==> config.mk <==
export PLATFORM = sky130hd
export DESIGN_NAME = uart_prog_loader_flat
export DESIGN_NICKNAME = d
export VERILOG_FILES = /design/src/rtl/uart_prog_loader_pkg.sv /design/src/rtl/uart_prog_loader_if.sv /design/src/rtl/uart_prog_loader_uart_rx.sv /design/src/rtl/uart_prog_loader.sv /design/src/flat_wrapper.sv
export SDC_FILE = /design/constraint.sdc
export NUM_CORES = 1
export LEC_CHECK = 0
export CORE_ASPECT_RATIO = 2
export CORE_MARGIN = 2
export CORE_UTILIZATION = 51
export CTS_CLUSTER_DIAMETER = 40
export DETAILED_ROUTE_END_ITERATION = 8
export PLACE_DENSITY_LB_ADDON = 0.12
export REMOVE_ABC_BUFFERS = 1
export SETUP_SLACK_MARGIN = 0.15
export SYNTH_ARGS = -nofsm -noshare
export SYNTH_HDL_FRONTEND = slang
export SYNTH_SLANG_ARGS = --single-unit
==> constraint.sdc <==
create_clock -name clk -period 2.4 [get_ports clk]
set_clock_uncertainty 0.05 [all_clocks]
set_input_delay 0.24 -clock clk [delete_from_list [all_inputs] [get_ports clk]]
set_output_delay 0.24 -clock clk [all_outputs]
set_load 0.01 [all_outputs]
==> src/rtl/uart_prog_loader_pkg.sv <==
`default_nettype none
// ============================================================================
// Module   : uart_prog_loader_pkg
// Brief    : Shared FSM encodings, 8N1 frame constants and byte-assembly helper
// Revision : 1.0
// ============================================================================
package uart_prog_loader_pkg;

    localparam int   FRAME_DATA_BITS = 8;
    localparam logic FRAME_IDLE_LVL  = 1'b1;
    localparam logic FRAME_START_LVL = 1'b0;
    localparam logic FRAME_STOP_LVL  = 1'b1;

    localparam int WORD_BYTES = 4;
    localparam int LINE_WORDS = 4;

    typedef enum logic [1:0] {
        RX_IDLE  = 2'd0,
        RX_START = 2'd1,
        RX_BITS  = 2'd2,
        RX_STOP  = 2'd3
    } rx_state_e;

    typedef enum logic [1:0] {
        LD_HDR  = 2'd0,
        LD_DATA = 2'd1,
        LD_FIN  = 2'd2
    } ld_state_e;

    // Bytes arrive LSB-first, so each new byte enters at the top and the oldest
    // byte ends up in [7:0] once the word is complete.
    function automatic logic [31:0] le_push(input logic [31:0] word, input logic [7:0] b);
        return {b, word[31:8]};
    endfunction

endpackage
`default_nettype wire

==> src/rtl/uart_prog_loader_if.sv <==
`default_nettype none
// ============================================================================
// Module   : uart_prog_loader_if
// Brief    : Memory-load bus driven by the loader toward imem/dmem
// Revision : 1.0
// ============================================================================
interface uart_prog_loader_if #(
    parameter int ADDR_LEN = 32
);
    logic [ADDR_LEN-1:0] addr;
    logic [127:0]        data;
    logic                we_32;
    logic                we_128;
    logic                done;
    logic                err;

    modport master (
        output addr,
        output data,
        output we_32,
        output we_128,
        output done,
        output err
    );

    modport slave (
        input addr,
        input data,
        input we_32,
        input we_128,
        input done,
        input err
    );
endinterface
`default_nettype wire

==> src/rtl/uart_prog_loader_uart_rx.sv <==
`default_nettype none
// ============================================================================
// Module   : uart_rx
// Brief    : 8N1 UART receiver with 2-flop input synchronizer
// Revision : 1.0
// ============================================================================
module uart_rx
    import uart_prog_loader_pkg::*;
#(
    parameter int CLKS_PER_BIT = 868
) (
    input  logic       clk,
    input  logic       reset_x,
    input  logic       rxd_i,
    output logic [7:0] byte_o,
    output logic       valid_o,
    output logic       frame_err_o
);

    localparam int                CNT_W     = $clog2(CLKS_PER_BIT + 1);
    localparam logic [CNT_W-1:0] C_FULL_LAST = CNT_W'(CLKS_PER_BIT - 1);
    localparam logic [CNT_W-1:0] C_HALF_LAST = CNT_W'(CLKS_PER_BIT / 2 - 1);
    localparam logic [2:0]       C_BIT_LAST  = 3'(FRAME_DATA_BITS - 1);

    logic [1:0]       sync_q;
    rx_state_e        state_q;
    logic [CNT_W-1:0] cnt_q;
    logic [2:0]       bit_q;
    logic [7:0]       shift_q;
    logic             rxd_s;

    assign rxd_s = sync_q[1];

    always_ff @(posedge clk or negedge reset_x) begin
        if (!reset_x) begin
            sync_q      <= {2{FRAME_IDLE_LVL}};
            state_q     <= RX_IDLE;
            cnt_q       <= '0;
            bit_q       <= '0;
            shift_q     <= '0;
            byte_o      <= '0;
            valid_o     <= 1'b0;
            frame_err_o <= 1'b0;
        end else begin
            sync_q      <= {sync_q[0], rxd_i};
            valid_o     <= 1'b0;
            frame_err_o <= 1'b0;
            case (state_q)
                RX_IDLE: begin
                    if (rxd_s == FRAME_START_LVL) begin
                        state_q <= RX_START;
                        cnt_q   <= '0;
                        bit_q   <= '0;
                    end
                end
                RX_START: begin
                    // Mid-start-bit recheck rejects short line glitches.
                    if (cnt_q == C_HALF_LAST) begin
                        cnt_q   <= '0;
                        state_q <= (rxd_s == FRAME_START_LVL) ? RX_BITS : RX_IDLE;
                    end else begin
                        cnt_q <= cnt_q + 1'b1;
                    end
                end
                RX_BITS: begin
                    if (cnt_q == C_FULL_LAST) begin
                        cnt_q   <= '0;
                        shift_q <= {rxd_s, shift_q[7:1]};
                        bit_q   <= bit_q + 1'b1;
                        if (bit_q == C_BIT_LAST) begin
                            state_q <= RX_STOP;
                        end
                    end else begin
                        cnt_q <= cnt_q + 1'b1;
                    end
                end
                RX_STOP: begin
                    if (cnt_q == C_FULL_LAST) begin
                        cnt_q   <= '0;
                        state_q <= RX_IDLE;
                        if (rxd_s == FRAME_STOP_LVL) begin
                            byte_o  <= shift_q;
                            valid_o <= 1'b1;
                        end else begin
                            frame_err_o <= 1'b1;
                        end
                    end else begin
                        cnt_q <= cnt_q + 1'b1;
                    end
                end
                default: state_q <= RX_IDLE;
            endcase
        end
    end

endmodule
`default_nettype wire

==> src/rtl/uart_prog_loader.sv <==
`default_nettype none
// ============================================================================
// Module   : uart_prog_loader
// Brief    : UART program loader: header line count, then 32b/128b write strobes
// Revision : 1.0
// ============================================================================
module uart_prog_loader
    import uart_prog_loader_pkg::*;
#(
    parameter int CLKS_PER_BIT = 868,
    parameter int ADDR_LEN     = 32
) (
    input  logic               clk,
    input  logic               reset_x,
    input  logic               rxd,
    uart_prog_loader_if.master ld
);

    localparam logic [1:0] C_BYTE_LAST = 2'(WORD_BYTES - 1);
    localparam logic [1:0] C_WORD_LAST = 2'(LINE_WORDS - 1);

    logic [7:0] rx_byte;
    logic       rx_valid;
    logic       rx_ferr;

    uart_rx #(
        .CLKS_PER_BIT(CLKS_PER_BIT)
    ) u_rx (
        .clk         (clk),
        .reset_x     (reset_x),
        .rxd_i       (rxd),
        .byte_o      (rx_byte),
        .valid_o     (rx_valid),
        .frame_err_o (rx_ferr)
    );

    ld_state_e    state_q;
    logic [1:0]   byte_cnt_q;
    logic [1:0]   word_cnt_q;
    logic [31:0]  asm_q;
    logic [31:0]  line_total_q;
    logic [31:0]  lines_done_q;
    logic [31:0]  off_q;
    logic [31:0]  addr_q;
    logic [127:0] data_q;
    logic         we32_q;
    logic         we128_q;
    logic         done_q;
    logic         err_q;
    logic [31:0]  word_d;

    assign word_d = le_push(asm_q, rx_byte);

    // 32-bit offsets reach 2^32-4 at L = 2^28 lines, so nothing wraps.
    always_ff @(posedge clk or negedge reset_x) begin
        if (!reset_x) begin
            state_q      <= LD_HDR;
            byte_cnt_q   <= '0;
            word_cnt_q   <= '0;
            asm_q        <= '0;
            line_total_q <= '0;
            lines_done_q <= '0;
            off_q        <= '0;
            addr_q       <= '0;
            data_q       <= '0;
            we32_q       <= 1'b0;
            we128_q      <= 1'b0;
            done_q       <= 1'b0;
            err_q        <= 1'b0;
        end else begin
            we32_q  <= 1'b0;
            we128_q <= 1'b0;
            if (rx_ferr) begin
                err_q <= 1'b1;
            end
            case (state_q)
                LD_HDR: begin
                    if (rx_valid) begin
                        asm_q      <= word_d;
                        byte_cnt_q <= byte_cnt_q + 1'b1;
                        if (byte_cnt_q == C_BYTE_LAST) begin
                            line_total_q <= word_d;
                            if (word_d == '0) begin
                                state_q <= LD_FIN;
                                done_q  <= 1'b1;
                            end else begin
                                state_q      <= LD_DATA;
                                off_q        <= '0;
                                word_cnt_q   <= '0;
                                lines_done_q <= '0;
                            end
                        end
                    end
                end
                LD_DATA: begin
                    if (rx_valid) begin
                        asm_q      <= word_d;
                        byte_cnt_q <= byte_cnt_q + 1'b1;
                        if (byte_cnt_q == C_BYTE_LAST) begin
                            data_q     <= {word_d, data_q[127:32]};
                            addr_q     <= off_q;
                            off_q      <= off_q + 32'd4;
                            we32_q     <= 1'b1;
                            word_cnt_q <= word_cnt_q + 1'b1;
                            if (word_cnt_q == C_WORD_LAST) begin
                                we128_q      <= 1'b1;
                                lines_done_q <= lines_done_q + 32'd1;
                                if (lines_done_q + 32'd1 == line_total_q) begin
                                    state_q <= LD_FIN;
                                end
                            end
                        end
                    end
                end
                LD_FIN: done_q <= 1'b1;
                default: state_q <= LD_HDR;
            endcase
        end
    end

    assign ld.addr   = ADDR_LEN'(addr_q);
    assign ld.data   = data_q;
    assign ld.we_32  = we32_q;
    assign ld.we_128 = we128_q;
    assign ld.done   = done_q;
    assign ld.err    = err_q;

endmodule
`default_nettype wire

==> src/flat_wrapper.sv <==
// flat-port wrapper written by rule: the top's interface ports become plain ports
module uart_prog_loader_flat import uart_prog_loader_pkg::*;
#(
    parameter int CLKS_PER_BIT = 868,
    parameter int ADDR_LEN     = 32
)
  (clk, reset_x, rxd, ld_addr, ld_data, ld_we_32, ld_we_128, ld_done, ld_err);
  uart_prog_loader_if #(.ADDR_LEN(ADDR_LEN)) ld_i ();
  input  logic clk;
  input  logic reset_x;
  input  logic rxd;
  output wire logic [$bits(ld_i.addr)-1:0] ld_addr;
  output wire logic [$bits(ld_i.data)-1:0] ld_data;
  output wire logic [$bits(ld_i.we_32)-1:0] ld_we_32;
  output wire logic [$bits(ld_i.we_128)-1:0] ld_we_128;
  output wire logic [$bits(ld_i.done)-1:0] ld_done;
  output wire logic [$bits(ld_i.err)-1:0] ld_err;
  assign ld_addr = ld_i.addr;
  assign ld_data = ld_i.data;
  assign ld_we_32 = ld_i.we_32;
  assign ld_we_128 = ld_i.we_128;
  assign ld_done = ld_i.done;
  assign ld_err = ld_i.err;
  uart_prog_loader #(.CLKS_PER_BIT(CLKS_PER_BIT), .ADDR_LEN(ADDR_LEN)) u_core (.clk(clk), .reset_x(reset_x), .rxd(rxd), .ld(ld_i));
endmodule
# Yosys cells after proc, flatten, opt, wreduce, memory -nomap -nowiden
# Index checks and enable logic that the tools add are counted.
# word_totals
in_bits	3
output_inout_bits	164
ff_bits	333
word_cells	126
# classes
n_addsub	6
n_eq_ne	24
n_bitwise	1
muxes	55
n_reduce_logical	19
# op_table
op	n
$mux 32	8
$pmux 32 s2	2
$mux 2	18
$add 32x1->32 const B	1
$add 32x3->32 const B	1
$eq 32x32->1	1
$logic_not 32->1	1
$mux 10	3
$pmux 10 s3	1
$mux 1	16
$ne 2x2->1 const B	8
$reduce_and 7->1	2
$reduce_and 3->1	4
$add 10x1->10 const B	1
$eq 10x10->1 const B	1
$eq 10x9->1 const B	1
$eq 2x2->1 const B	5
$ne 2x1->1 const B	5
$pmux 2 s4	1
$mux 3	2
$pmux 2 s3	1
$pmux 3 s2	1
$reduce_and 6->1	1
$reduce_bool 2->1	3
other kinds (12)	17

# Logic depth before layout (Yosys ltp)
# logic_depth
word_depth	7
depth_mapped	10
mapped_depth_nobuf	9

# Hierarchy
# A second synthesis with hierarchy kept.
# unflattened
cells_unflattened	1465
area_unflattened_um2	14182.4
# by_module_without_submodules
module	seq_area_each_um2	instances	area_per_inst_um2	cells_each
uart_prog_loader	7156.9	1	12454.4	1310
uart_rx	878.3	1	1727.9	155

# Worst setup path before layout
# OpenSTA, ideal clock, no wires.
# synth_path
kind	flip-flop to flip-flop
start	register u_core.lines_done_q[11]
end	register u_core.state_q[0]
setup_slack_ns	-0.166
setup_ns	0.126
period_less_slack_ns	2.566
arrival_ns	2.390
required_ns	2.224
stages_incl_launch_ff	9
n_path_buf	0
cell_sequence	dfrtp_1 > nand4_1 > or4_4 > nor2_1 > xor2_1 > or3_2 > a211o_1 > nor4_2 > o21bai_1
# synth_via
elab_chain_len	4
# synth_rtl
item	line_no	text
start, declared	uart_prog_loader.sv:42	logic [31:0] lines_done_q;
start signal, assigned	uart_prog_loader.sv:107	lines_done_q <= lines_done_q + 32'd1;
$add 32x1->32	uart_prog_loader.sv:108	if (lines_done_q + 32'd1 == line_total_q) begin
$eq 32x32->1	uart_prog_loader.sv:108	
$ne 2x1->1 (no line)	--	
$reduce_and 7->1 (no line)	--	
end signal, assigned	uart_prog_loader.sv:87	state_q <= LD_DATA;
end signal, assigned	uart_prog_loader.sv:109	state_q <= LD_FIN;
end signal, assigned	uart_prog_loader.sv:116	default: state_q <= LD_HDR;
end, declared	uart_prog_loader.sv:37	ld_state_e state_q;
# No other way between the ends.
# A chain may end at the register's enable or synchronous reset.

# Worst setup path in the final report
# layout_path
start	register u_core.lines_done_q[10]
end	register u_core.state_q[1]
# Same word-level chain as after synthesis.

==> qor.csv <==
stage,metric,value,unit
outcome,status,"complete, but fails checks",
outcome,violations,setup timing,
power,leakage,9.55,nW
cts,clock_sinks,321,
critical_path,endpoint_kind,register,
grt,first_global_vias,11500,
cts,clock-root-buffer,clkbuf_16,
routing,firstDrtPassIters,5,
final_layout,drive_above_1_share,23.9,%
routing,wl_per_cell,18.0,um
synth,synth.top_cell.area_share,56.4,%
critical_path,cp.depth,9,
critical_path,arrival,2.98,ns
routing,drt-total-wl,38700,um
sta,final-hold-violation-count,0,
synth,synth_edf_count,0,
cts,htreeDepth,1,
final_layout,diodes,0,
flow_run,cap_violations,0,
critical_path,r2r_end,u_core.state_q[1]$_DFFE_PN0P_,
final_layout,final_nets,1789,
die,initial_utilization,51.6,%
synth,synth-seq-cells,321,
synth,ys_types,68,
routing,antenna_left,0,
final_layout,fin_area,0.0192,mm^2
synth,netlist_area,0.0142,mm^2
grt,grt_pass1_wl,60000,um
sta,post-route-min-period,2.54,ns
critical_path,critical_path_buf_inv_count,1,
critical_path,r2r_setup_slack,-0.14,ns
critical_path,worstPathMaxFanout,6,
power,vdd_drop_max,0.497,mV
critical_path,cpLargestDelayFamily,simple AND/OR/NAND/NOR gates,
final_layout,nFillCells,2092,
place,gp_congestion,0.872,
critical_path,crit_start,u_core.lines_done_q[10]$_DFFE_PN0P_,
sta,rsz0062_at_grt,yes,
synth,ys_async_sr_fraction,100,%
power,p_per_area,546,mW/mm^2
synth,ys.flop_type,dfrtp_1,
critical_path,worstPathRequired,2.84,ns
critical_path,rr_startpoint,u_core.lines_done_q[10]$_DFFE_PN0P_,
synth,synth_area_leaders,"dfrtp_1, nand2_1, mux2_2, o21ai_0, xor2_1",
synth,avgSynthCellArea,9.61,um^2
grt,grt_usage,26.3,%
critical_path,slowest_delay,0.56,ns
power,power_frac_seq,51.7,%
critical_path,cpMaxStageDelayCell,or4_4,
cts,clk_latency,0.57,ns
power,power.internal,0.00823,W
sta,worstMarginPinSlew,0.859,ns
critical_path,endpoint,u_core.state_q[1]$_DFFE_PN0P_,
power,p_clk_share,47.0,%
cts,cts_buffer_depth,3,
die,io_pins,167,
critical_path,cp-start-kind,register,
min_path,hold_class,input port to register,
place,dp_hpwl,26400,um
place,port_buffers,164,
synth,yosysMostFrequentCell,nand2_1,
grt,antenna_found_initial,0,
routing,remaining_drc_errors,0,
die,rows,86,
synth,postSynthCellCount,1473,
die,die-area,0.0292,mm^2
critical_path,rr_worst_depth,9,
cts,tritoncts,built,
grt,overflow,0,
die,fp.dieH,240,um
sta,min_period_over_period,106,%
synth,synth_common_cells,"nand2_1, dfrtp_1, o21ai_0",
routing,drt_iter0_drc,632,
sta,clock.fmax,394,MHz
routing,vias_per_cell,5.41,
power,pwr-share-comb,1.3,%
final_layout,regArea,0.00805,mm^2
critical_path,crit_type,register to register,
sta,report.final.slew_viol_count,0,
grt,grt_max_degree,164,
sta,setup_ws,-0.140,ns
critical_path,path_cells,"nand4_2, buf_4, nor3_2, nand3_1, a211oi_1, a21oi_1, or4_4, nor4_4, a21bo_1",
synth,ys_seq_area_share,56.8,%
cts,clkTransAtPathRegs,0.07,ns
sta,hold_slack,0.0419,ns
place,dpl-instance-area,0.0172,mm^2
routing,vias,11600,
sta,setup_violations,2,
synth,yosys_warnings,0,
final_layout,multi_input_area,0.00635,mm^2
power,swShare,21.4,%
cts,cts_made_buffers,29,
synth,synth_area_leader_cell,dfrtp_1,
sta,slew_headroom,42.8,%
power,power_switching,0.00224,W
die,coreArea,0.0274,mm^2
final_layout,area_growth,35.5,%
die,dieWidth,122,um
==> metal layers <==
layer,share of wire (%),vias to the layer above,global-route usage [%],wire length (um)
met5,0,-,0,0
met4,4.5,0,11.9,1760
met3,3.4,103,2.24,1310
met1,36,5729,29.5,14000
met2,56,317,49.4,21700
li1,-,5490,-,-
==> worst min-delay path by stage <==
stage | endpoint | cells after the start | slack [ns] | startpoint
2_1_floorplan | u_core.asm_q[10]$_DFFE_PN0P_ | 0 | -0.11 | reset_x
3_3_place_gp | u_core.ld.we_32$_DFF_PN0_ | 1 | 0.22 | reset_x
3_5_place_dp | u_core.ld.we_32$_DFF_PN0_ | 1 | 0.23 | reset_x
4_1_cts | u_core.u_rx.sync_q[0]$_DFF_PN1_ | 1 | 0.03 | rxd
5_1_grt | u_core.u_rx.sync_q[0]$_DFF_PN1_ | 1 | 0.03 | rxd
6_report | u_core.u_rx.sync_q[0]$_DFF_PN1_ | 1 | 0.04 | rxd
==> cell type report <==
class / count / share of cell area [%]
multi-input combinational: 1062 / 33.1
clock buffer: 39 / 4.34
sequential: 321 / 41.9
clock inverter: 14 / 0.978
tap: 352 / 2.30
inverter: 20 / 0.431
timing repair buffer: 344 / 16.9
==> cells by family (layout without fill, tap and decap cells) <==
family | after synthesis | in the layout | share of synthesized area, %
and+or+nand+nor | 766 | 766 | 24.0
other | 1 | 2 | 0.0265
muxes | 68 | 68 | 5.39
adders and majority gates | 8 | 8 | 0.707
xor gates and xnor gates | 68 | 68 | 4.21
AOI/OAI and AO/OA | 150 | 150 | 6.26
buffers and inverters | 91 | 417 | 2.69
DFF | 321 | 321 | 56.8
==> power groups by stage <==
stage	logic (W)	registers (W)	clock network, W
4_1_cts	0.000145	0.00541	0.00500
6_report	0.000136	0.00541	0.00492
3_3_place_gp	0.000141	0.00552	0
5_1_grt	0.000160	0.00541	0.00521
3_5_place_dp	0.000143	0.00552	0
2_1_floorplan	0.00000295	0.00552	0
==> placed cells by master (no fill, tap or decap), types with 21 or more instances in the layout <==
cell type        count
nand2_1            535
xor2_1              35
o21ai_2             24
clkbuf_16           31
mux2_2              66
clkdlybuf4s50_1    163
buf_4              152
a21oi_1             21
nor2_1              59
dfrtp_1            311
xnor2_1             29
o21ai_0             27
nand3_1             33
==> metrics by stage <==
step           instances  power [W]  TNS (ns)  utilization (%)  setup slack [ns]
6_report            2152     0.0105    -0.274             69.9            -0.140
5_1_grt             2152     0.0108    -0.981             69.9            -0.303
4_1_cts             2137     0.0106    -0.347             67.6            -0.189
3_5_place_dp        2074    0.00566     -2.81             62.9            -0.381
3_3_place_gp        2074    0.00566     -2.05             62.9            -0.290
2_1_floorplan       1403    0.00552  -1327.06                -             -8.40
==> what timing repair did <==
action                                  4_1_cts  5_1_grt
endpoints found under the setup margin       69       65
buffers inserted                              8       12
endpoints found under the hold margin        66        0
resized for setup                            37      153
hold buffers                                  1        0
gates cloned                                  1        3
pin swaps                                    21       67
==> state kept, by name, indices dropped and copies added (netlist names), 2 cells and up <==
signal               count
u_core.u_rx.bit_q        3
u_core.ld.data         128
u_core.line_total_q     32
u_core.state_q           2
u_core.asm_q            24
u_core.lines_done_q     32
u_core.ld.addr          30
u_core.u_rx.shift_q      8
u_core.word_cnt_q        2
u_core.u_rx.state_q      2
u_core.u_rx.sync_q       2
u_core.u_rx.cnt_q       10
u_core.u_rx.byte_o       8
u_core.byte_cnt_q        2
u_core.off_q            30
Note: power is estimated with default switching activity, not from simulation.
